`config.mk`:
```
export PLATFORM = sky130hd
export DESIGN_NAME = stepper_plunge_seq
export DESIGN_NICKNAME = d
export VERILOG_FILES = /design/src/rtl/stepper_plunge_seq.sv
export SDC_FILE = /design/constraint.sdc
export NUM_CORES = 1
export LEC_CHECK = 0
export ABC_AREA = 1
export CORE_MARGIN = 4
export CORE_UTILIZATION = 55
export CTS_CLUSTER_DIAMETER = 150
export DETAILED_ROUTE_END_ITERATION = 10
export GPL_TIMING_DRIVEN = 0
export MAX_ROUTING_LAYER = met4
export PLACE_DENSITY_LB_ADDON = 0.3
export SLEW_MARGIN = 20
export SYNTH_ARGS = -nofsm -noshare
export SYNTH_HDL_FRONTEND = slang
export SYNTH_SLANG_ARGS = --single-unit
```
`constraint.sdc`:
```
create_clock -name clk -period 3.7 [get_ports clk]
set_input_delay 0.74 -clock clk [delete_from_list [all_inputs] [get_ports clk]]
set_output_delay 0.74 -clock clk [all_outputs]
set_load 0.02 [all_outputs]
```
`src/rtl/stepper_plunge_seq.sv`:
```
// Plunge sequencer for a bank of 4-phase steppers: each channel with a nonzero round
// count is driven DEPTH steps forward and DEPTH steps back per round, with idle gaps between channels.
module stepper_plunge_seq #(
    parameter int NCH      = 3,
    parameter int CNT_W    = 10,
    parameter int STEP_DIV = 2**19,
    parameter int DEPTH    = 5,
    parameter int MOVE     = 2
) (
    input  logic                 clk,
    input  logic                 rst,
    input  logic                 start,
    input  logic                 abort,
    input  logic [NCH*CNT_W-1:0] rounds,
    output logic                 busy,
    output logic                 done,
    output logic [2:0]           cur_ch,
    output logic [4*NCH-1:0]     coils
);
    // state  | meaning
    // IDLE   | waiting for start
    // SELECT | pick lowest channel >= ch_q with rounds left (one cycle)
    // FWD    | stepping forward, DEPTH ticks
    // REV    | stepping back, DEPTH ticks, then count the round
    // GAP    | coils off for MOVE ticks before the next channel
    // FINISH | done pulse, then back to IDLE

    localparam int PRE_W = $clog2(STEP_DIV);
    localparam int STP_W = $clog2(DEPTH + 1);
    localparam int GAP_W = (MOVE > 1) ? $clog2(MOVE) : 1;
    localparam logic [PRE_W-1:0] PRE_LAST = PRE_W'(STEP_DIV - 1);
    localparam logic [STP_W-1:0] STP_LAST = STP_W'(DEPTH - 1);
    localparam logic [GAP_W-1:0] GAP_LAST = GAP_W'((MOVE > 0) ? MOVE - 1 : 0);

    typedef enum logic [2:0] {
        S_IDLE, S_SELECT, S_FWD, S_REV, S_GAP, S_FINISH
    } state_t;

    state_t               state_q, state_d;
    logic [PRE_W-1:0]     pre_q, pre_d;
    logic [NCH*CNT_W-1:0] rounds_q, rounds_d;
    logic [2:0]           ch_q, ch_d;
    logic [CNT_W-1:0]     rnd_q, rnd_d;
    logic [STP_W-1:0]     stp_q, stp_d;
    logic [GAP_W-1:0]     gap_q, gap_d;
    logic [1:0]           ph_q, ph_d;
    logic [4*NCH-1:0]     coils_q, coils_d;
    logic                 busy_q, busy_d;
    logic                 done_q, done_d;

    logic                 tick;
    logic [CNT_W-1:0]     cur_rounds;
    logic [CNT_W-1:0]     rnd_inc;
    logic                 sel_found;
    logic [2:0]           sel_idx;
    logic                 later_nz;

    function automatic logic [3:0] phase_pat(input logic [1:0] p);
        case (p)
            2'd0:    phase_pat = 4'b0001;
            2'd1:    phase_pat = 4'b1000;
            2'd2:    phase_pat = 4'b0100;
            default: phase_pat = 4'b0010;
        endcase
    endfunction

    function automatic logic [4*NCH-1:0] drive(input logic [2:0] ch, input logic [1:0] p);
        drive = '0;
        for (int i = 0; i < NCH; i++) begin
            if (3'(i) == ch) drive[4*i +: 4] = phase_pat(p);
        end
    endfunction

    assign tick    = (state_q != S_IDLE) && (pre_q == PRE_LAST);
    assign rnd_inc = rnd_q + CNT_W'(1);

    always_comb begin
        logic nz_i;
        nz_i       = 1'b0;
        cur_rounds = '0;
        sel_found  = 1'b0;
        sel_idx    = '0;
        later_nz   = 1'b0;
        // Descending scan so the lowest qualifying index wins.
        for (int i = NCH - 1; i >= 0; i--) begin
            nz_i = |rounds_q[i*CNT_W +: CNT_W];
            if (3'(i) == ch_q) cur_rounds = rounds_q[i*CNT_W +: CNT_W];
            if (nz_i && (3'(i) >= ch_q)) begin
                sel_found = 1'b1;
                sel_idx   = 3'(i);
            end
            if (nz_i && (3'(i) > ch_q)) later_nz = 1'b1;
        end
    end

    always_comb begin
        state_d  = state_q;
        rounds_d = rounds_q;
        ch_d     = ch_q;
        rnd_d    = rnd_q;
        stp_d    = stp_q;
        gap_d    = gap_q;
        ph_d     = ph_q;
        coils_d  = coils_q;
        busy_d   = busy_q;
        done_d   = 1'b0;
        if (state_q == S_IDLE || pre_q == PRE_LAST) pre_d = '0;
        else                                        pre_d = pre_q + PRE_W'(1);

        case (state_q)
            S_IDLE: begin
                if (start && !abort) begin
                    state_d  = S_SELECT;
                    rounds_d = rounds;
                    busy_d   = 1'b1;
                    pre_d    = '0;
                    ch_d     = '0;
                    rnd_d    = '0;
                    stp_d    = '0;
                    gap_d    = '0;
                    ph_d     = 2'd0;
                    coils_d  = '0;
                end
            end
            S_SELECT: begin
                if (sel_found) begin
                    state_d = S_FWD;
                    ch_d    = sel_idx;
                    rnd_d   = '0;
                    stp_d   = '0;
                    ph_d    = 2'd0;
                    coils_d = drive(sel_idx, 2'd0);
                end else begin
                    state_d = S_FINISH;
                    done_d  = 1'b1;
                    busy_d  = 1'b0;
                    coils_d = '0;
                end
            end
            S_FWD: begin
                if (tick) begin
                    ph_d    = ph_q + 2'd1;
                    coils_d = drive(ch_q, ph_q + 2'd1);
                    if (stp_q == STP_LAST) begin
                        stp_d   = '0;
                        state_d = S_REV;
                    end else begin
                        stp_d = stp_q + STP_W'(1);
                    end
                end
            end
            S_REV: begin
                if (tick) begin
                    ph_d    = ph_q - 2'd1;
                    coils_d = drive(ch_q, ph_q - 2'd1);
                    if (stp_q != STP_LAST) begin
                        stp_d = stp_q + STP_W'(1);
                    end else begin
                        stp_d = '0;
                        rnd_d = rnd_inc;
                        if (rnd_inc < cur_rounds) begin
                            state_d = S_FWD;
                        end else if (later_nz) begin
                            coils_d = '0;
                            gap_d   = '0;
                            if (MOVE == 0) begin
                                state_d = S_SELECT;
                                ch_d    = ch_q + 3'd1;
                            end else begin
                                state_d = S_GAP;
                            end
                        end else begin
                            state_d = S_FINISH;
                            done_d  = 1'b1;
                            busy_d  = 1'b0;
                            coils_d = '0;
                        end
                    end
                end
            end
            S_GAP: begin
                if (tick) begin
                    if (gap_q == GAP_LAST) begin
                        state_d = S_SELECT;
                        ch_d    = ch_q + 3'd1;
                        gap_d   = '0;
                    end else begin
                        gap_d = gap_q + GAP_W'(1);
                    end
                end
            end
            S_FINISH: begin
                state_d = S_IDLE;
                ch_d    = '0;
            end
            default: begin
                state_d = S_IDLE;
                busy_d  = 1'b0;
                coils_d = '0;
            end
        endcase

        // Abort wins over any in-flight transition, including a completion on the same edge.
        if (abort && state_q != S_IDLE) begin
            state_d = S_IDLE;
            busy_d  = 1'b0;
            done_d  = 1'b0;
            coils_d = '0;
            ch_d    = '0;
            pre_d   = '0;
            rnd_d   = '0;
            stp_d   = '0;
            gap_d   = '0;
            ph_d    = 2'd0;
        end
    end

    always_ff @(posedge clk or negedge rst) begin
        if (!rst) begin
            state_q  <= S_IDLE;
            pre_q    <= '0;
            rounds_q <= '0;
            ch_q     <= '0;
            rnd_q    <= '0;
            stp_q    <= '0;
            gap_q    <= '0;
            ph_q     <= 2'd0;
            coils_q  <= '0;
            busy_q   <= 1'b0;
            done_q   <= 1'b0;
        end else begin
            state_q  <= state_d;
            pre_q    <= pre_d;
            rounds_q <= rounds_d;
            ch_q     <= ch_d;
            rnd_q    <= rnd_d;
            stp_q    <= stp_d;
            gap_q    <= gap_d;
            ph_q     <= ph_d;
            coils_q  <= coils_d;
            busy_q   <= busy_d;
            done_q   <= done_d;
        end
    end

    assign busy   = busy_q;
    assign done   = done_q;
    assign coils  = coils_q;
    assign cur_ch = (state_q == S_SELECT || state_q == S_FWD ||
                     state_q == S_REV    || state_q == S_GAP) ? ch_q : 3'd0;

endmodule

```
Word-level counts from Yosys, hierarchy flattened
Cells that the tools add are included.
- output and inout port bits: 17
- bits in registers: 85
- equality and inequality tests: 30
- $add $sub $neg: 7
- $lt $le $gt $ge: 7
- reductions and logical operators: 37
- muxes and demuxes: 97
- operators with widths (kind ; count):
    $mux W12 ; 7
    $mux W10 ; 8
    $mux W19 ; 4
    $mux W3 ; 24
    $pmux W12 S5 ; 1
    $ne A3 B3 Y1 const B ; 12
    $mux W1 ; 31
    $pmux W10 S3 ; 1
    $reduce_or A10 Y1 ; 3
    $mux W4 ; 6
    $pmux W3 S4 ; 2
    $pmux W4 S3 ; 2
    $reduce_and A7 Y1 ; 3
    $add A19 B1 Y19 const B ; 1
    $eq A19 B19 Y1 const B ; 1
    $pmux W3 S5 ; 1
    $reduce_and A5 Y1 ; 3
    $mux W2 ; 6
    $add A10 B1 Y10 const B ; 1
    $lt A10 B10 Y1 ; 1
    $reduce_bool A5 Y1 ; 2
    $eq A3 B3 Y1 const B ; 3
    $logic_and A1 B1 Y1 ; 9
    $logic_not A3 Y1 ; 3
    29 further kinds ; 43

Longest topological paths before layout
- word-level depth: 11
- depth in mapped cells: 20
- mapped depth without buffers: 19

Worst setup path before layout
OpenSTA, ideal clock, no wires.
- path kind: register to register
- start point: register ch_q[0]
- end point: register coils_q[2], in the netlist coils[2]
- buffers on the path: 2
- path slack: 1.199 ns
- data required time: 3.636 ns
- clock period less this slack: 2.501 ns
- arrival time: 2.437 ns
- stages on the path, launching flop included: 20
- cell sequence: dfrtp_1 inv_2 ha_1 nand2_1 clkbuf_1 nand3_1 o21ai_0 ha_1 nand2_1 inv_1 o21bai_1 a21oi_1 nor2_1 nand2_2 nand2_2 buf_4 nand3_1 nand2_1 nand2_2 nand2_2
- word-level cells in the longest chain between the ends: 10
- elaborated cells between the ends (all ways): 15
- classes of those cells: order compare (1); eq/ne (2); mux (11); reduce/logical (1)
- RTL lines (item ; line ; source):
    from (decl) ; 42 ; logic [2:0] ch_q, ch_d;
    from (signal assigned) ; 235 ; ch_q <= ch_d;
    $eq A2 B3 Y1 ; 87 ; if (3'(i) == ch_q) cur_rounds = rounds_q[i*CNT_W +: CNT_W];
    $mux W10 (3 in a row) ; 87 ;
    $lt A10 B10 Y1 ; 161 ; if (rnd_inc < cur_rounds) begin
    $mux W12 ; 161 ;
    $mux W12 ; 156 ; if (stp_q != STP_LAST) begin
    $mux W12 ; 153 ; if (tick) begin
    $pmux W12 S5 * ; 110 ; case (state_q)
    $mux W12 * ; 204 ; if (abort && state_q != S_IDLE) begin
    to (signal assigned) ; 240 ; coils_q <= coils_d;
    to (decl) ; 47 ; logic [4*NCH-1:0] coils_q, coils_d;
Every way passes the cells marked *; elsewhere a longest branch is shown, timed or not. The select of a mux whose other input is x is not followed.
A chain may end at the register's enable or synchronous reset.

Worst setup path in the final report
- start point: register ch_q[1]
- end point: register coils_q[2], in the netlist coils[2]
Same word-level chain as after synthesis.

==> results.cfg <==
[cts]
cts-buffers-inserted = 9
cts.reportedPaths.clkPinSlew_ns = 0.09
clock_sink_count = 85
cts.root.buffer_cell = sky130_fd_sc_hd__clkbuf_8
post_cts_resized = 0
post_cts_hold_buffer_count = 0
cts.path.max_buffers = 2
tritoncts = yes
insertion_delay_of_the_later_clocked_pin_in_the_worst_skew_pair_ns = 0.36
cts_htree_levels = 3
post-cts-setup-buffer-count = 0

[worst_setup_path]
setup.reg_to_reg.worst_slack_ns = 0.53
timing.critical_path.fanout_max = 10
path_delay_family = simple AND/OR/NAND/NOR gates
timing_worst_setup_path_type = flop to flop
worst_r2r_path_depth = 19
worstSetupEndpoint = coils[2]$_DFFE_PN0P_
r2r-end = coils[2]$_DFFE_PN0P_
nature_of_the_critical_path_startpoint = flop
endpoint_kind = flop
crit_cells = 19
worst_setup_startpoint = ch_q[1]$_DFFE_PN0P_
r2r_start = ch_q[1]$_DFFE_PN0P_
critPathMaxStageDelay_ns = 0.42
cp.buffers_inverters = 4
crit_required_ns = 4.00
most_repeated_library_cell_on_the_critical_path = sky130_fd_sc_hd__nand2_2
cp.arrival_ns = 3.47
crit_path_top_delay_cell = sky130_fd_sc_hd__dfrtp_1
worstPathCellList = inv_1 -> ha_1 -> nand2_1 -> clkbuf_1 -> nand3_1 -> o21ai_0 -> ha_1 -> nand2_1 -> inv_1 -> o21bai_1 -> a21oi_1 -> nor2_1 -> nand2_2 -> nand2_2 -> buf_4 -> nand3_1 -> nand2_1 -> nand2_2 -> nand2_2

[route]
routed_wirelength_um = 11410
post_route_drc_violation_count = 0
routedWlPerCell_um = 13.60
avgViaCountPerCell = 5.255
number_of_nets_still_failing_antenna_checks_after_routing = 0
via_count = 4409
drt_iter0_drc = 146
firstDrtPassIters = 4

[synthesis]
count_of_flip_flops_with_a_built_in_enable_after_synthesis = 0
post_synth.cell_area_avg_sq_um = 8.118
ys_dominant_reg_cell = sky130_fd_sc_hd__dfrtp_1
synthAdderAreaFrac = 0.04794
yosys_warnings = 0
yosys.area_share.simple = 0.3303
yosysSeqAreaShare = 0.4075
synth_cells = 643
mappedNetlistNets = 697
yosys.cell_types.count = 38
muxShareOfSynthArea = 0.05825
synth_top_family_by_area = simple AND/OR/NAND/NOR gates
post_synth_instance_area_sq_um = 5220
synth_xor_xnor_area_share = 0.03188
synth_compound_area_frac = 0.05777
yosys_register_bits = 85
async_reset_ff_frac = 1.000

[cells_and_area]
post_route_utilization = 0.6616
mostFrequentLayoutCell = sky130_fd_sc_hd__nand2_1
area_growth_pct = 17.11
layout-drive-gt1-share = 0.1761
most-common-layout-cells = sky130_fd_sc_hd__nand2_1 (141), sky130_fd_sc_hd__dfrtp_1 (85), sky130_fd_sc_hd__nor2_1 (79), sky130_fd_sc_hd__nand3_1 (63), sky130_fd_sc_hd__clkdlybuf4s50_1 (49)
design.final.nets = 759
antenna_cells = 0

[die]
rows = 35
die_area_sq_um = 11110
chipHeight_um = 105.4
floorplan.initialDensity = 0.5649
floorplan.die.width_um = 105.4
design.portCount = 51
design.core.area_sq_um = 9240

[sta]
timing.setup.tns_ns = 0
timing.fmax_mhz = 315.2
report.final.hold_viol_count = 0
setup_violations = 0
final_min_period_over_clock_period = 0.8574
final_worst_clock_skew_ns = 0.008191
relative_slew_slack = 0.6930
fin_crit_ns = 3.172
finalMaxSlewViolations = 0
setup_slack_ns = 0.5278
holdWs_ns = 0.3121
grt_setup_unrepaired = false
worst_slew_pin_slew_ns = 0.4605

[power]
power.clock.fraction = 0.211
total_leakage_power_uw = 0.002848
p_int_uw = 1977
power.total_uw = 3257
power.switching_fraction = 0.3930
netSwitchingPower_uw = 1280
pwr-share-seq = 0.405
power_density_over_the_cells_nw_per_um2 = 532.7
pwr-share-comb = 0.384
power.ir.vdd_worst_v = 0.0003390

[global_routing]
grt_remaining_overflow = 0
grt_first_pass_wirelength_um = 19440
grt_max_degree = 55
first_global_vias = 4320
grt_util_all_layers = 0.2189
initial_antenna_violation_count = 0

[place]
place.port_buffers = 50
place_worst_setup_slack_ns = 0.5821
place.detailed.hpwl_um = 8973
place.gp.congestion = 0.9451

[min_path]
worst_hold_path_type = primary input to async pin

[status]
outcome = complete, no violations

[flow_run]
maxCapViolations = 0
cell usage after synthesis, types with 2 or more instances:
cell type / count / area [sq um]
sky130_fd_sc_hd__xor2_1: 12 / 105.1
sky130_fd_sc_hd__nor2_1: 79 / 296.5
sky130_fd_sc_hd__o21ai_0: 29 / 145.1
sky130_fd_sc_hd__a21oi_1: 13 / 65.06
sky130_fd_sc_hd__mux2_1: 6 / 67.56
sky130_fd_sc_hd__nor2_8: 2 / 40.04
sky130_fd_sc_hd__inv_2: 15 / 56.30
sky130_fd_sc_hd__buf_4: 2 / 15.01
sky130_fd_sc_hd__ha_1: 20 / 250.2
sky130_fd_sc_hd__mux2_2: 21 / 236.5
sky130_fd_sc_hd__clkbuf_1: 4 / 15.01
sky130_fd_sc_hd__o21ai_1: 9 / 45.04
sky130_fd_sc_hd__nor2_4: 5 / 56.30
sky130_fd_sc_hd__dfrtp_1: 85 / 2127
sky130_fd_sc_hd__nand2_1: 141 / 529.3
sky130_fd_sc_hd__xnor2_1: 7 / 61.31
sky130_fd_sc_hd__nor3_1: 8 / 40.04
sky130_fd_sc_hd__nand4_1: 6 / 37.54
sky130_fd_sc_hd__nand2_2: 26 / 162.7
sky130_fd_sc_hd__buf_8: 2 / 30.03
sky130_fd_sc_hd__nor2_2: 4 / 25.02
sky130_fd_sc_hd__inv_1: 46 / 172.7
sky130_fd_sc_hd__nand3_2: 12 / 120.1
sky130_fd_sc_hd__nand3_4: 2 / 35.03
sky130_fd_sc_hd__o21bai_1: 3 / 22.52
sky130_fd_sc_hd__nand3_1: 63 / 315.3
sky130_fd_sc_hd__buf_2: 9 / 45.04
sky130_fd_sc_hd__inv_4: 2 / 12.51
per-layer routing:
layer  up-vias  part of all wire  track usage
met5         -                 0            -
met4         0             0.020      0.08247
met3        17             0.038      0.03062
met2       101              0.49       0.3666
met1      2088              0.45       0.2700
li1       2203                 -            -
worst min path at each step:
stage	startpoint	end	slack, ns
after detailed placement	coils[6]$_DFFE_PN0P_	coils[6]$_DFFE_PN0P_	0.48
after CTS	rst	pre_q[12]$_DFF_PN0_	0.32
final	rst	pre_q[12]$_DFF_PN0_	0.31
after floorplan	pre_q[0]$_DFF_PN0_	pre_q[0]$_DFF_PN0_	0.43
after global routing	rst	pre_q[12]$_DFF_PN0_	0.34
after global placement	pre_q[0]$_DFF_PN0_	pre_q[0]$_DFF_PN0_	0.45
state kept, by name (all words and copies together) (netlist names), 2 cells and up:
signal    cells
rnd_q        10
state_q       3
ph_q          2
pre_q        19
rounds_q     30
ch_q          3
stp_q         3
coils        12
through the flow:
| stage | std cells | instance area (sq um) |
|---|---|---|
| 2_1_floorplan | 643 | 5220 |
| 3_3_place_gp | 822 | 5882 |
| 3_5_place_dp | 823 | 5907 |
| 4_1_cts | 839 | 6113 |
| 5_1_grt | 839 | 6113 |
| 6_report | 839 | 6113 |
cells by family (layout without fill, tap and decap cells):
group | count (synthesis) | in the layout
AO/OA/AOI/OAI | 57 | 57
adder cells (fa/ha/maj) | 20 | 20
multiplexers | 27 | 27
AND/OR/NAND/NOR | 355 | 355
XOR/XNOR | 19 | 19
buffers and inverters | 80 | 147
flip-flops | 85 | 85
worst reg2reg max path: cells and delay by family, from the launching register on:
family,cells,cell delay (ns)
DFF,1,0.42
adders and majority gates,2,0.47
and+or+nand+nor,10,1.17
buffers and inverters,4,0.72
AOI/OAI and AO/OA,3,0.34
power groups by stage:
| stage | clock (uW) | sequential [uW] | combinational, uW |
|---|---|---|---|
| 2_1_floorplan | 0 | 1300 | 943 |
| 3_3_place_gp | 0 | 1320 | 1200 |
| 3_5_place_dp | 0 | 1340 | 1250 |
| 4_1_cts | 711 | 1320 | 1250 |
| 5_1_grt | 746 | 1350 | 1390 |
| 6_report | 688 | 1320 | 1250 |
cell type report:
class	instances	area, sq um
buffer	17	105.1
fill	756	3127
tap	129	161.4
clock inverter	6	68.82
clock buffer	10	137.6
multi-input combinational	478	2746
sequential	85	2127
inverter	63	241.5
timing repair buffer	51	525.5
(Power assumes the default switching activity.)
